File: config.mk
export PLATFORM = sky130hd
export DESIGN_NAME = rv_addr_line_en_target_regs
export DESIGN_NICKNAME = d
export VERILOG_FILES = /design/src/rtl/rv_addr_line_en_target_regs.sv
export SDC_FILE = /design/constraint.sdc
export NUM_CORES = 1
export LEC_CHECK = 0
export BUFFER_PORTS_ARGS = -buffer_cell sky130_fd_sc_hd__buf_2
export CAP_MARGIN = 20
export CORE_MARGIN = 8
export CORE_UTILIZATION = 55
export CTS_BUF_LIST = sky130_fd_sc_hd__clkbuf_4 sky130_fd_sc_hd__clkbuf_8
export DETAILED_ROUTE_END_ITERATION = 8
export PLACE_DENSITY = 0.75
export SKIP_LAST_GASP = 1
export SYNTH_ARGS = -nofsm -noshare
export SYNTH_HDL_FRONTEND = slang
export SYNTH_SLANG_ARGS = --single-unit
File: constraint.sdc
create_clock -name clock -period 2.5 [get_ports clock]
set_input_delay 0.375 -clock clock [delete_from_list [all_inputs] [get_ports clock]]
set_output_delay 0.375 -clock clock [all_outputs]
set_load 0.01 [all_outputs]
File: src/rtl/rv_addr_line_en_target_regs.sv
// Purpose: target end of the rv_addr_line_en interface backed by a small register bank (reg 0 = access counter).
// Latency: ready asserts WAIT_CYCLES+1 cycles after the first valid cycle; one IDLE cycle separates acks.
// Backpressure: the target stalls the initiator by withholding ready; dropping valid before the ack aborts.
module rv_addr_line_en_target_regs #(
  parameter int ADR_WIDTH   = 4,
  parameter int DAT_WIDTH   = 32,
  parameter int WAIT_CYCLES = 0
) (
  input  logic                 clock,
  input  logic                 reset,
  input  logic [ADR_WIDTH-1:0] adr,
  input  logic [DAT_WIDTH-1:0] dat_w,
  input  logic                 we,
  input  logic                 valid,
  output logic                 ready,
  output logic [DAT_WIDTH-1:0] dat_r,
  output logic                 wr_pulse,
  output logic [ADR_WIDTH-1:0] wr_adr
);

  localparam int DEPTH = 1 << ADR_WIDTH;

  localparam logic [1:0] ST_IDLE = 2'd0;
  localparam logic [1:0] ST_WAIT = 2'd1;
  localparam logic [1:0] ST_ACK  = 2'd2;

  // Counter is loaded with WAIT_CYCLES-1 so that a zero count means "ack next edge".
  localparam logic [3:0] WAIT_LOAD = (WAIT_CYCLES > 0) ? 4'(WAIT_CYCLES - 1) : 4'd0;

  logic [1:0]           state_q, state_d;
  logic [3:0]           wcnt_q, wcnt_d;
  logic [DAT_WIDTH-1:0] regs_q [DEPTH];
  logic [DAT_WIDTH-1:0] regs_d [DEPTH];
  logic                 wr_pulse_q, wr_pulse_d;
  logic [ADR_WIDTH-1:0] wr_adr_q, wr_adr_d;

  logic ack;
  logic store_wr;

  assign ack      = (state_q == ST_ACK);
  // Register 0 is the counter: writes to it are acked but never stored or strobed.
  assign store_wr = ack && we && (adr != '0);

  // Handshake FSM: IDLE -> (WAIT) -> ACK -> IDLE; valid dropping during WAIT aborts.
  always_comb begin
    state_d = state_q;
    wcnt_d  = wcnt_q;
    unique case (state_q)
      ST_IDLE: begin
        if (valid) begin
          if (WAIT_CYCLES == 0) begin
            state_d = ST_ACK;
          end else begin
            state_d = ST_WAIT;
            wcnt_d  = WAIT_LOAD;
          end
        end
      end
      ST_WAIT: begin
        if (!valid) begin
          state_d = ST_IDLE;
          wcnt_d  = 4'd0;
        end else if (wcnt_q == 4'd0) begin
          state_d = ST_ACK;
        end else begin
          wcnt_d = wcnt_q - 4'd1;
        end
      end
      ST_ACK: begin
        state_d = ST_IDLE;
      end
      default: begin
        state_d = ST_IDLE;
        wcnt_d  = 4'd0;
      end
    endcase
  end

  // Register bank update: counter bumps on every ack, storage registers take the write data.
  always_comb begin
    for (int i = 0; i < DEPTH; i++) begin
      regs_d[i] = regs_q[i];
    end
    if (ack) begin
      regs_d[0] = regs_q[0] + DAT_WIDTH'(1);
    end
    if (store_wr) begin
      regs_d[adr] = dat_w;
    end
  end

  // Write strobe and its address, registered one cycle behind the ack.
  always_comb begin
    wr_pulse_d = store_wr;
    wr_adr_d   = store_wr ? adr : wr_adr_q;
  end

  // State registers; synchronous active-low reset clears everything including the bank.
  always_ff @(posedge clock) begin
    if (!reset) begin
      state_q    <= ST_IDLE;
      wcnt_q     <= 4'd0;
      wr_pulse_q <= 1'b0;
      wr_adr_q   <= '0;
      for (int i = 0; i < DEPTH; i++) begin
        regs_q[i] <= '0;
      end
    end else begin
      state_q    <= state_d;
      wcnt_q     <= wcnt_d;
      wr_pulse_q <= wr_pulse_d;
      wr_adr_q   <= wr_adr_d;
      for (int i = 0; i < DEPTH; i++) begin
        regs_q[i] <= regs_d[i];
      end
    end
  end

  // Read data reflects the pre-update register value and is forced to zero outside ACK.
  always_comb begin
    ready    = ack;
    dat_r    = ack ? regs_q[adr] : '0;
    wr_pulse = wr_pulse_q;
    wr_adr   = wr_adr_q;
  end

endmodule

==> results of run 1 <==
[final timing paths]
path,startpoint,to,cells past startpoint
worst max-delay path,regs_q[0][20]$_SDFF_PN0_,dat_r[20],4
worst min-delay path,dat_w[24],flop,3
worst max register to register,regs_q[0][0]$_SDFF_PN0_,regs_q[0][18]$_SDFF_PN0_,5
worst min register to register,flop,flop,2
[cell families after synthesis]
logic type	share of synthesized area, %
flip-flops	46.8
adder cells (fa/ha/maj)	0.0565
XOR/XNOR	0.356
buffers and inverters	4.45
AO/OA/AOI/OAI	13.9
multiplexers	13.3
AND/OR/NAND/NOR	21.1
[layer usage]
layer  global-route usage, %  vias to the layer above  part of all wire (%)
li1                        -                     9061                     -
met5                       0                        -                 0.013
met2                    44.3                     1192                    46
met4                    12.8                        2                   3.3
met3                    7.44                      185                    12
met1                    37.3                     9762                    39
[area by class of cell]
type / instances / area (sq um) / area share [%]
Clock inverter: 8 / 72.6 / 0.288
Clock buffer: 127 / 1560 / 6.19
Multi-Input combinational cell: 1888 / 11000 / 43.7
Timing Repair Buffer: 176 / 1490 / 5.90
Inverter: 6 / 30.0 / 0.119
Sequential cell: 518 / 10400 / 41.2
Tap cell: 525 / 657 / 2.61
[stage by stage]
step | worst slack (ps) | hold slack (ps)
after global routing | -31.0 | 105
after floorplan | 170 | 430
after CTS | -53.8 | 62.0
final | 17.5 | 85.5
after detailed placement | 151 | 443
after global placement | 135 | 438
[cell usage in the layout (no fill, tap or decap), types with 7 or more instances in the layout]
cell type / n
a21oi_1: 496
a22oi_1: 10
a22oi_2: 24
a31oi_1: 25
a31oi_2: 7
buf_12: 27
buf_2: 75
buf_4: 71
clkbuf_4: 30
clkbuf_8: 97
dfxtp_1: 510
dfxtp_2: 8
mux4_2: 127
nand2_1: 1023
nand2b_1: 8
nand3_1: 41
nand4_1: 10
nor2_1: 15
nor2_2: 10
nor4_1: 7
o31ai_1: 8
or4_1: 8
[where the power goes]
| group | internal (mW) | leakage, nW | total, mW | switching [mW] |
|---|---|---|---|---|
| clock | 4.04 | 0.866 | 7.36 | 3.32 |
| sequential | 8.29 | 4.18 | 8.31 | 0.0197 |
| combinational | 0.253 | 3.09 | 0.845 | 0.593 |
[critical path, stage by stage, from the launching register on]
cell and delay (ps):
dfxtp_1 370, mux4_2 490, a22oi_1 260, a31oi_1 170, buf_2 170
[repair_timing]
item,in CTS,in global routing
hold buffers,1,0
pin swaps,0,3
hold endpoints to repair,1,0
buffers inserted,0,0
endpoints found under the setup margin,19,27
resized for setup,14,25
==> results.yml, run 1 <==
place:
  place_congestion: 0.865
  dp_hpwl_um: 42900
  placed_area_sq_um: 23400
  port_buffers: 77
  dp.cells: 3112
detailed_routing:
  drt-pass1-iter-count: 6
  via_per_inst: 6.22
  drtIter0Drc: 2654
  wl_um: 69100
  wl_per_cell_um: 21.3
  vias: 20200
  antenna_left: 0
  drc: 0
floorplanning:
  die_area_sq_um: 46900
  die_y_um: 217
  core_sq_um: 39700
  rows: 73
  start_util_pct: 55.7
  top_level_ports: 78
  die_x_um: 217
synthesis:
  ys_types: 47
  yosysMostFrequentCell: "nand2_1"
  ys.flop_type: "dfxtp_1"
  yosysWarnings: 0
  synth-edff-count: 0
  async_flop_share_pct: 0
  synthCells: 2658
  synth.area.top_cells: "dfxtp_1, nand2_1, mux4_2, a21oi_1, clkbuf_1"
  ys_ff_latch: 518
  synth_seq_area_share_pct: 46.8
  synth_nets: 2699
  avgSynthCellArea_sq_um: 8.33
  ys_top_cells_by_count: "nand2_1, dfxtp_1, a21oi_1"
  synth.top_cell.area_share_pct: 46.8
  syn_area_sq_um: 22100
  yosysTopAreaCell: "dfxtp_1"
power:
  p_leak_nw: 8.13
  power.total_mw: 16.5
  pwr_density_cell_nw_per_um2: 655
  ir_drop_mv: 0.615
sta:
  hold_violations: 0
  fin_worst_skew_ps: 22.8
  max_slew_margin_pct: 33.8
  rsz0062_at_grt: "yes"
  fin_crit_sh_pct: 99.3
  fin_crit_ps: 2480
  max_slew.worst_pin.slew_ps: 993
  max_freq_mhz: 403
  setup_violations: 0
  slew_viol_final: 0
  fin_tns_setup_ps: 0
grt:
  grt_pass1_vias: 19700
  grt_max_degree: 90
  grt_pass1_wl_um: 108000
  grt_usage_pct: 28.6
  grt_overflow: 0
  antenna_found_initial: 1
layout:
  post-route-cell-area_sq_um: 25200
  fin_util_pct: 63.4
  instances_no_fill: 3248
  fillers: 3188
  final_layout_size_suffix_gt1_share_pct: 18.5
  fin_nets: 2714
  n_antenna_cell: 0
  syn_to_final_growth_pct: 13.7
clock_tree:
  cts_inserted_buffers: 83
  htreeDepth: 3
  clk_latency_ps: 660
  clockBufferDepth: 3
  path_clk_slew_ps: 60
  cts_root_buffer: "clkbuf_8"
  cts_tree: "yes"
  cts.sinks: 518
critical_path:
  cp_data_arrival_time_ps: 2110
  cp.required_ps: 2120
  worst_setup_path_end_kind: "output port"
  crit_fanout: 5
  start_kind: "flop"
  reg2reg_slack_ps: 210
  crit_type: "reg2out"
outcome:
  status: "finished clean"
min_path:
  min_path_type: "in2reg"
flow_run:
  drv_cap: 0
No activity file was read; power rests on OpenSTA's default activity.
==> run 2, diff against run 1 <==
- RECOVER_POWER: unset -> 50
==> run 2 against run 1 <==
Compared with the run above:
- cell count unchanged
- first-iteration DRC count is 6.6% lower
- flip-flop and latch count did not move
- critical endpoint is now dat_r[8]
- largest cell class unchanged
- highest routed layer unchanged
==> results.yml, run 2 (same netlist as run 1, synthesis figures left out) <==
critical_path:
  cp_data_arrival_time_ps: 2120
  crit_chain: "mux4_2 > a22oi_1 > a31oi_1 > buf_2"
  crit_type: "reg2out"
  crit_fanout: 6
  crit_family: "multiplexers"
  crit_path_max_incr_delay_ps: 490
  start_kind: "flop"
  worst_setup_path_end_kind: "output port"
  cp.required_ps: 2120
  cp_slowest_cell: "mux4_2"
  worst-path-buf-inv: 1
floorplanning:
  start_util_pct: 55.7
  rows: 73
  die_area_sq_um: 46900
  core_sq_um: 39700
  die_y_um: 217
  die_x_um: 217
  top_level_ports: 78
clock_tree:
  cts_tree: "yes"
  clockBufferDepth: 3
  htreeDepth: 3
  cts_inserted_buffers: 83
  cts.sinks: 518
  path_clk_slew_ps: 70
  clk_latency_ps: 670
  cts_root_buffer: "clkbuf_8"
grt:
  grt_overflow: 0
  grt_max_degree: 90
  antenna_found_initial: 1
  grt_usage_pct: 28.6
  grt_pass1_vias: 19700
  grt_pass1_wl_um: 108000
detailed_routing:
  via_per_inst: 6.21
  drc: 0
  wl_per_cell_um: 21.2
  wl_um: 69000
  drt-pass1-iter-count: 6
  drtIter0Drc: 2479
  vias: 20200
  antenna_left: 0
power:
  p_leak_nw: 8.05
  pwr_density_cell_nw_per_um2: 658
  ir_drop_mv: 0.615
place:
  place_congestion: 0.865
  placed_area_sq_um: 23400
  port_buffers: 77
  dp_hpwl_um: 42900
layout:
  fin_util_pct: 63.1
  final_layout_size_suffix_gt1_share_pct: 17.7
  syn_to_final_growth_pct: 13.3
  fin_nets: 2714
  final_common_cell: "nand2_1"
  post-route-cell-area_sq_um: 25100
  final_cell_mix: "nand2_1, dfxtp_1, a21oi_1"
  n_antenna_cell: 0
sta:
  max_slew_margin_pct: 33.1
  slew_viol_final: 0
  max_freq_mhz: 400
  fin_crit_ps: 2500
  fin_worst_skew_ps: 21.8
  whs_ps: 90.4
  rsz0062_at_grt: "yes"
  hold_violations: 0
  fin_crit_sh_pct: 100
  max_slew.worst_pin.slew_ps: 1000
  fin_tns_setup_ps: 0
  setup_violations: 0
min_path:
  min_path_type: "in2reg"
outcome:
  status: "finished clean"
flow_run:
  drv_cap: 0
==> run 2: power by group <==
| group | total (mW) | internal [mW] | switching, mW |
|---|---|---|---|
| clock network | 7.35 | 4.04 | 3.32 |
| registers | 8.31 | 8.29 | 0.0197 |
| logic | 0.840 | 0.250 | 0.590 |
==> run 2: metal layers <==
| layer | vias up | track usage, % | wire [um] |
|---|---|---|---|
| met5 | - | 0 | 9 |
| met4 | 2 | 12.8 | 2190 |
| met3 | 177 | 7.44 | 8560 |
| met2 | 1287 | 44.3 | 31800 |
| met1 | 9647 | 37.3 | 26400 |
| li1 | 9057 | - | - |
==> run 2: layout make-up <==
cell class	count	area, sq um
sequential	518	10400
clock buffer	127	1560
inverter	6	30.0
multi-input combinational	1888	11000
tap	525	657
clock inverter	8	72.6
fill	3212	14600
timing repair buffer	176	1410
==> run 2: timing repair <==
item | 4_1_cts | 5_1_grt
resized for setup | 14 | 25
setup buffers | 0 | 0
setup endpoints to repair | 19 | 27
cloned | 0 | 0
pin swaps | 0 | 3
hold buffers | 1 | 0
hold endpoints to repair | 1 | 0
==> run 2: worst paths after layout <==
kind / from / end / slack [ps] / depth (start not counted)
setup / recovery: regs_q[0][8]$_SDFF_PN0_ / dat_r[8] / 0.2 / 4
hold / removal: dat_w[24] / flop / 90 / 3
setup reg to reg: state_q[1]$_SDFFE_PN0P_ / flop / 100 / 7
hold reg to reg: flop / flop / 450 / 2
==> run 2: worst register-to-register path, cell delays in order, from the launching register on <==
cell and delay, ps:
dfxtp_2 350, buf_4 180, nand4_1 80, clkbuf_1 410
or2_2 210, clkbuf_1 740, nand2_1 160, a21oi_1 180
==> run 2: through the flow <==
| step | setup WS, ps | cells | power [mW] |
|---|---|---|---|
| 3_3_place_gp | 135 | 3112 | 9.29 |
| 2_1_floorplan | 170 | 2658 | 8.97 |
| 5_1_grt | -31.0 | 3248 | 17.0 |
| 6_report | 0.163 | 3248 | 16.5 |
| 3_5_place_dp | 151 | 3112 | 9.30 |
| 4_1_cts | -53.8 | 3248 | 16.5 |
==> run 3, diff against run 2 <==
- PLACE_DENSITY: 0.75 -> 0.71
==> run 3 against run 2 <==
Compared with the run above:
- the run now ends with negative setup slack left
- maximum frequency fell by 0.32%
- final area grew 0.11%
- non-clock buffer count fell by 6
- hold slack improved by 26 ps
- worst setup slack worse by 8.0 ps
- die area unchanged
- critical path type unchanged
==> results.yml, run 3 (same netlist as run 1, synthesis figures left out) <==
outcome:
  status: "finished, violations left"
  violations: "negative setup slack"
power:
  pwr_density_cell_nw_per_um2: 662
  swShare_pct: 23.6
  ir_drop_mv: 0.454
  power.total_mw: 16.6
  combPwrFrac_pct: 5.0
  pwr-share-clk_pct: 45.0
  p_leak_nw: 8.09
  p_sw_mw: 3.93
  seqPwrFrac_pct: 50.0
  p_int_mw: 12.7
detailed_routing:
  wl_um: 69200
  antenna_left: 0
  drt-pass1-iter-count: 7
  drtIter0Drc: 2317
  via_per_inst: 6.14
  drc: 0
  wl_per_cell_um: 21.3
  vias: 20000
floorplanning:
  core_sq_um: 39700
  top_level_ports: 78
  die_x_um: 217
  die_y_um: 217
  die_area_sq_um: 46900
  start_util_pct: 55.7
  rows: 73
sta:
  max_slew.worst_pin.slew_ps: 1120
  fin_crit_sh_pct: 100
  rsz0062_at_grt: "yes"
  slew_viol_final: 0
  fin_worst_skew_ps: 13.4
  fin_tns_setup_ps: -7.87
  timing.final.ws_setup_ps: -7.87
  setup_violations: 1
  whs_ps: 116
  hold_violations: 0
  fin_crit_ps: 2510
  max_slew_margin_pct: 25.3
  max_freq_mhz: 399
critical_path:
  reg2reg_slack_ps: 50
  start_kind: "flop"
  cp_data_arrival_time_ps: 2130
  worst_setup_path_end_kind: "output port"
  crit_type: "reg2out"
  crit_fanout: 4
  cp.required_ps: 2120
  reg2reg_depth: 5
  timing.rr.start: "state_q[1]$_SDFFE_PN0P_"
place:
  place_ws_ps: 130
  dp_hpwl_um: 43000
  port_buffers: 77
  place_congestion: 0.860
clock_tree:
  htreeDepth: 3
  cts_inserted_buffers: 85
  cts_root_buffer: "clkbuf_8"
  path_clk_slew_ps: 60
  clk_latency_ps: 640
  cts_tree: "yes"
  clockBufferDepth: 3
  cts.sinks: 518
flow_run:
  drv_cap: 0
layout:
  final_cell_mix: "nand2_1, dfxtp_1, a21oi_1"
  n_antenna_cell: 0
  fin_nets: 2710
  fillers: 3311
  final_layout_size_suffix_gt1_share_pct: 17.7
  final_common_cell: "nand2_1"
  syn_to_final_growth_pct: 13.4
grt:
  grt_pass1_vias: 19400
  grt_overflow: 0
  grt_max_degree: 90
  antenna_found_initial: 1
  grt_pass1_wl_um: 108000
  grt_usage_pct: 28.8
min_path:
  worstHoldPathCells: 3
  hp-start: "dat_w[27]"
  min_path_type: "in2reg"
run 3: changes by cell type in the layout (fill, tap and decap cells not counted), sizes merged:
cell and change:
clkinv +5, clkinvlp -2, buf -3, bufinv -1, clkbuf +2
run 3: stage by stage:
stage | utilization (%) | area (sq um) | instances
global route | 63.2 | 25100 | 3249
CTS | 63.5 | 25200 | 3248
finish | 63.2 | 25100 | 3249
global placement | 58.9 | 23400 | 3105
floorplan | - | 22100 | 2658
detailed placement | 58.9 | 23400 | 3105
run 3: critical path, cell delays in order, from the launching register on:
cell	delay [ps]
dfxtp_1	350
mux4_2	520
a22oi_2	280
a31oi_2	160
buf_2	190
run 3: worst max-delay path by stage:
stage | from | to | slack [ps] | depth (start not counted)
global route | regs_q[0][22]$_SDFF_PN0_ | dat_r[22] | -30 | 4
finish | regs_q[0][1]$_SDFF_PN0_ | dat_r[1] | -8 | 4
global placement | adr[0] | dat_r[30] | 80 | 6
CTS | state_q[1]$_SDFFE_PN0P_ | dat_r[22] | -80 | 5
floorplan | adr[0] | dat_r[0] | 170 | 5
detailed placement | adr[0] | dat_r[30] | 130 | 6
run 3: cell type report:
cell class | instances | area [sq um] | share of cell area (%)
Timing Repair Buffer | 170 | 1360 | 5.41
Clock inverter | 10 | 52.6 | 0.209
Sequential cell | 518 | 10400 | 41.3
Clock buffer | 132 | 1650 | 6.59
Tap cell | 525 | 657 | 2.62
Multi-Input combinational cell | 1888 | 11000 | 43.7
Inverter | 6 | 30.0 | 0.120
run 3: repair_timing:
action	4_1_cts	5_1_grt
hold endpoints to repair	1	0
buffers inserted	0	1
cloned	0	0
endpoints found under the setup margin	32	16
hold buffers	1	0
pin swaps	1	3
resized for setup	26	13
run 3: power by group through the flow:
stage               clock network, mW  logic (mW)  registers (mW)
detailed placement                  0       0.809            8.49
finish                           7.49       0.832            8.31
CTS                              7.56       0.819            8.31
global placement                    0       0.801            8.49
global route                     7.92       0.875            8.31
floorplan                           0       0.487            8.48
run 3: routing by layer:
layer  up-vias  GRT usage [%]  wire (um)
li1       9048              -          -
met1      9615           38.5      27900
met2      1120           45.1      32000
met3       177           6.24       7340
met4         2           11.6       2010
met5         -              0          8
